## src/rtl/if_fetch_pkg.sv

```systemverilog
// Shared types and helpers for the instruction-fetch stage.
// Each 32-bit instruction is fetched as four little-endian byte reads.
package if_fetch_pkg;

    localparam int unsigned INST_ADDR_W = 32;
    localparam int unsigned INST_W      = 32;
    localparam int unsigned MEM_BYTE_W  = 8;

    localparam logic [INST_W-1:0] ZERO_WORD = '0;

    typedef enum logic [2:0] {
        IF_REQ0  = 3'd0,
        IF_REQ1  = 3'd1,
        IF_REQ2  = 3'd2,
        IF_REQ3  = 3'd3,
        IF_WAIT  = 3'd4,
        IF_VALID = 3'd5
    } if_state_e;

    // Byte lane requested by a REQk state.
    function automatic logic [1:0] req_index(input if_state_e s);
        case (s)
            IF_REQ1: return 2'd1;
            IF_REQ2: return 2'd2;
            IF_REQ3: return 2'd3;
            default: return 2'd0;
        endcase
    endfunction

    function automatic if_state_e req_next(input if_state_e s);
        case (s)
            IF_REQ0: return IF_REQ1;
            IF_REQ1: return IF_REQ2;
            IF_REQ2: return IF_REQ3;
            default: return IF_WAIT;
        endcase
    endfunction

endpackage

```

## src/rtl/if_fetch.sv

```systemverilog
// RV32I instruction fetch: four byte reads over the shared 8-bit memory port,
// one instruction presented to IF/ID at a time, abandoned on any redirect.
module if_fetch
    import if_fetch_pkg::*;
#(
    parameter logic [INST_ADDR_W-1:0] RESET_PC = 32'h0000_0000
) (
    input  logic                   clk,
    input  logic                   rst,
    input  logic                   branch_sig_i,
    input  logic [INST_ADDR_W-1:0] branch_addr_i,
    input  logic                   stall_i,
    input  logic                   mem_gnt_i,
    input  logic [MEM_BYTE_W-1:0]  mem_data_i,
    output logic                   mem_rd_o,
    output logic [INST_ADDR_W-1:0] mem_addr_o,
    output logic                   if_valid_o,
    output logic [INST_ADDR_W-1:0] if_pc_o,
    output logic [INST_W-1:0]      if_inst_o
);

    if_state_e              state;
    logic [INST_ADDR_W-1:0] pc;
    logic                   in_flight;
    logic [1:0]             flight_tag;

    logic                   granted;
    logic [1:0]             req_k;
    logic [INST_ADDR_W-1:0] branch_pc;
    logic                   unused_addr_bits;

    assign granted          = mem_rd_o && mem_gnt_i;
    assign req_k            = req_index(state);
    assign branch_pc        = {branch_addr_i[INST_ADDR_W-1:2], 2'b00};
    assign unused_addr_bits = ^branch_addr_i[1:0];

    always_ff @(posedge clk) begin
        if (rst) begin
            state      <= IF_REQ0;
            pc         <= RESET_PC;
            in_flight  <= 1'b0;
            flight_tag <= 2'd0;
            if_valid_o <= 1'b0;
            if_inst_o  <= ZERO_WORD;
            if_pc_o    <= ZERO_WORD;
            mem_rd_o   <= 1'b0;
            mem_addr_o <= ZERO_WORD;
        end else begin
            // A grant during a redirect cycle is dropped along with the fetch.
            in_flight  <= granted && !branch_sig_i;
            flight_tag <= req_k;

            if (in_flight && !branch_sig_i) begin
                case (flight_tag)
                    2'd0:    if_inst_o[7:0]   <= mem_data_i;
                    2'd1:    if_inst_o[15:8]  <= mem_data_i;
                    2'd2:    if_inst_o[23:16] <= mem_data_i;
                    default: if_inst_o[31:24] <= mem_data_i;
                endcase
            end

            if (branch_sig_i) begin
                state      <= IF_REQ0;
                pc         <= branch_pc;
                if_valid_o <= 1'b0;
                mem_rd_o   <= 1'b1;
                mem_addr_o <= branch_pc;
            end else begin
                case (state)
                    IF_REQ0, IF_REQ1, IF_REQ2, IF_REQ3: begin
                        if (granted && state == IF_REQ3) begin
                            state    <= IF_WAIT;
                            mem_rd_o <= 1'b0;
                        end else if (granted) begin
                            state      <= req_next(state);
                            mem_rd_o   <= 1'b1;
                            mem_addr_o <= pc + INST_ADDR_W'(req_k) + INST_ADDR_W'(1);
                        end else begin
                            mem_rd_o   <= 1'b1;
                            mem_addr_o <= pc + INST_ADDR_W'(req_k);
                        end
                    end
                    IF_WAIT: begin
                        state      <= IF_VALID;
                        if_valid_o <= 1'b1;
                        if_pc_o    <= pc + INST_ADDR_W'(4);
                    end
                    IF_VALID: begin
                        // No prefetch: the next fetch starts only after accept.
                        if (!stall_i) begin
                            state      <= IF_REQ0;
                            if_valid_o <= 1'b0;
                            pc         <= pc + INST_ADDR_W'(4);
                            mem_rd_o   <= 1'b1;
                            mem_addr_o <= pc + INST_ADDR_W'(4);
                        end
                    end
                    default: begin
                        state    <= IF_REQ0;
                        mem_rd_o <= 1'b0;
                    end
                endcase
            end
        end
    end

endmodule

```

## config.mk

```make
export PLATFORM = sky130hd
export DESIGN_NAME = if_fetch
export DESIGN_NICKNAME = d
export VERILOG_FILES = /design/src/rtl/if_fetch_pkg.sv /design/src/rtl/if_fetch.sv
export SDC_FILE = /design/constraint.sdc
export NUM_CORES = 1
export LEC_CHECK = 0
export ABC_AREA = 1
export BUFFER_PORTS_ARGS = -buffer_cell sky130_fd_sc_hd__buf_4
export CAP_MARGIN = 5
export CORE_MARGIN = 3
export CORE_UTILIZATION = 45
export DETAILED_ROUTE_END_ITERATION = 7
export PLACE_DENSITY_LB_ADDON = 0.05
export RECOVER_POWER = 100
export SYNTH_ARGS = -nofsm -noshare
export SYNTH_HDL_FRONTEND = slang
export SYNTH_SLANG_ARGS = --single-unit
```

## constraint.sdc

```tcl
create_clock -name clk -period 2 [get_ports clk]
set_input_delay 0.3 -clock clk [delete_from_list [all_inputs] [get_ports clk]]
set_output_delay 0.3 -clock clk [all_outputs]
set_load 0.02 [all_outputs]
```

==> run summary <==
status - finished clean
Final Max Tran Viols - 0
Final ANT Viol Nets - 0
clk buf depth - 2
Yosys top cell area share - 40.23%
DR WL/cell - 15.37 um
Pre-Repair DR Iteration Count - 5
total congestion overflow - 0
highest cell delay on the worst timing path - 440 ps
detailed router's first-iteration violation count - 506
Clk Latency, worst-skew pair - 420 ps
P_sw - 1.568 mW
Yosys Warn Count - 0
GR Util All Layers - 24.94%
effective utilization at floorplan - 46.60%
power density cells - 822.7 nW/um^2
WL met3 - 993 um
via count - 6716
Die H - 126.8 um
Avg Synthesized Cell Area - 6.944 um^2
Crit-path slowest cell - dfxtp_1
critical-path cell list - nand2_1 > nor2_2 > nand2_1 > nor2_4 > inv_2 > nor2_2 > xor2_1 > nand2_1 > a21oi_1
FF+latch count, synth - 132
hpwl dp - 14260 um
H-tree depth - 4
FF-to-FF Start - pc[5]
number of synthesized flops with an enable pin - 0
ys async rst share - 0%
CTS tree - built
Hold Violations, Final - 0
Leak Pwr - 3.625 nW
critical path depth in cells - 9
Placed Area - 8000 um^2
Placement Setup Slack - -44.42 ps
DRC - 0
Slew headroom - 40.06%
Die X - 126.8 um
cell count after synthesis - 946
CORE AREA - 14100 um^2
largest net degree at the start of global routing - 58
largest cells by area after synthesis - dfxtp_1 (40%), nand2_1 (12%), nor2_1 (7.0%)
nets - 1150
Root Driver - clkbuf_16
Gate power share - 7.4%
Area growth syn-to-layout - 25.85%
cts bufs inserted - 17
mapped cell area - 6569 um^2
Worst VDD drop - 0.9027 mV
number of gates resized after CTS - 2
initial antenna violation count - 0
reg2reg setup slack - 110 ps
crit path DAT - 2250 ps
crit path from - pc[5]
min-delay worst type - in -> reg
final setup TNS - 0 ps
Post-synth top flop - dfxtp_1
antenna cell count - 0
Crit path max-delay family - simple AND/OR/NAND/NOR gates
M1 wire length - 9330 um
vias in the first global route - 6287
Sw Share - 23.06%
I/O pin cnt - 143
Die ar. - 16080 um^2
WS Path Type - reg -> reg
CTS Hold Bufs - 0
GPL Wtd Cong - 0.9305
buffers and inverters on the worst path - 1
CTS sink cnt - 132
DR vias/cell - 5.182
Yosys top cell by area - dfxtp_1
metal2 WL - 9278 um
Worst-path clk slew - 60 ps
Crit Reg-Reg Endpoint - pc[17]
Tightest Pin Transition - 898.1 ps
crit path time final - 1892 ps
most used cell, CP - nand2_1
crit path capture type - flip-flop
power share of the clock group - 51.7%
Seq/Total Area, Yosys - 40.23%
Final setup viols - 0
highest routed metal layer - met4
Util after Layout - 58.65%
Clock Skew - 6.123 ps
RSZ-0062 raised after global routing - yes
port bufs - 138
sequential group share of total power - 40.8%
first-pass GRT wire length - 32090 um
post-synthesis cell type count - 38
Int Power - 5.232 mW
cell area after layout - 8267 um^2
Worst Reg-to-Reg Cells - 9
Final WS setup - 108.0 ps
total wire length - 19920 um
Final Cycle Share - 94.60%
cell row count - 43
worst path required time - 2350 ps
Crit Path Max Fanout - 7
Max Cap Viol - 0
CP endpoint - pc[17]
crit path launch type - flip-flop
Fmax - 528.5 MHz
postcts setup bufs - 0
share of layout cells above drive strength 1 - 13.08%
==> worst min-delay path, delay by kind of cell <==
family / cells / cell delay [ps]
simple gates: 2 / 120
buf+inv: 1 / 110
==> worst min-delay path by stage <==
stage	depth (start not counted)	startpoint	slack, ps	to
after floorplan	2	mem_data_i[0]	430	if_inst_o[0]
after global routing	3	mem_data_i[6]	140	if_inst_o[6]
after detailed placement	2	if_pc_o[4]	460	if_pc_o[4]
after global placement	2	if_valid_o	460	if_valid_o
final	3	mem_data_i[0]	140	if_inst_o[24]
after CTS	3	mem_data_i[0]	130	if_inst_o[24]
==> final cells by class <==
type / instances / area (um^2)
fill: 1429 / 5829
multi-input combinational: 667 / 3338
sequential: 132 / 2643
timing repair buffer: 180 / 1002
clock buffer: 19 / 432.9
inverter: 105 / 395.4
clock inverter: 13 / 230.2
tap: 180 / 225.2
==> power groups by stage <==
stage / registers [mW] / logic (mW) / clock network, mW
2_1_floorplan: 2.86 / 0.258 / 0
3_3_place_gp: 2.83 / 0.532 / 0
3_5_place_dp: 2.83 / 0.535 / 0
4_1_cts: 2.77 / 0.540 / 3.57
5_1_grt: 2.78 / 0.562 / 3.68
6_report: 2.78 / 0.506 / 3.52
==> sequential cells by signal (all words and copies together), names as in the netlist <==
name / cells
if_inst_o: 32
flight_tag: 2
in_flight: 1
if_pc_o: 30
if_valid_o: 1
pc: 30
mem_addr_o: 32
state: 3
mem_rd_o: 1
==> cell families after synthesis <==
group	synth area share, %
AND/OR/NAND/NOR	28.82
other	0.05709
adder cells (fa/ha/maj)	0.3809
XOR/XNOR	4.000
flip-flops	40.23
buffers and inverters	8.914
AO/OA/AOI/OAI	17.60
==> cells in the final DEF, fill, tap and decap left out, types with 2 or more instances in the layout <==
| cell | instances |
|---|---|
| nand2_1 | 210 |
| dfxtp_1 | 132 |
| nor2_1 | 119 |
| clkbuf_1 | 101 |
| inv_1 | 99 |
| o21ai_0 | 78 |
| buf_4 | 76 |
| a21oi_1 | 50 |
| nand3_1 | 48 |
| a31oi_1 | 31 |
| xor2_1 | 25 |
| o21bai_1 | 18 |
| clkbuf_16 | 17 |
| nand4_1 | 10 |
| nor3_1 | 9 |
| o211ai_1 | 9 |
| nor2_2 | 8 |
| nand2_2 | 6 |
| bufinv_16 | 6 |
| nand3b_1 | 5 |
| xnor2_1 | 5 |
| inv_2 | 5 |
| o21a_1 | 4 |
| a211oi_1 | 4 |
| o21ai_1 | 4 |
| nor2_4 | 4 |
| clkinv_2 | 4 |
| nor3_2 | 3 |
| a21boi_0 | 3 |
| clkinv_4 | 3 |
| nand3_2 | 2 |
| ha_1 | 2 |
| conb_1 | 2 |
| buf_12 | 2 |
| clkbuf_4 | 2 |
==> layer usage <==
metal	vias to the layer above	GRT usage [%]
li1	3392	-
met1	3122	33.75
met2	180	40.22
met3	22	5.389
met4	0	7.066
met5	-	0
==> synth_stat cells, drive strengths merged, types with 13 or more instances <==
cell type / instances
a21oi: 50
a31oi: 31
buf: 16
clkbuf: 27
dfxtp: 132
inv: 105
nand2: 217
nand3: 51
nor2: 132
nor3: 13
o21ai: 82
o21bai: 18
xor2: 25
==> per-stage QoR <==
step	hold WS, ps	instances	power, mW
2_1_floorplan	434.9	947	3.119
3_3_place_gp	456.3	1264	3.364
3_5_place_dp	462.7	1264	3.366
4_1_cts	128.1	1296	6.880
5_1_grt	139.4	1296	7.027
6_report	144.2	1296	6.801
Power figures use the tool's default switching activity.
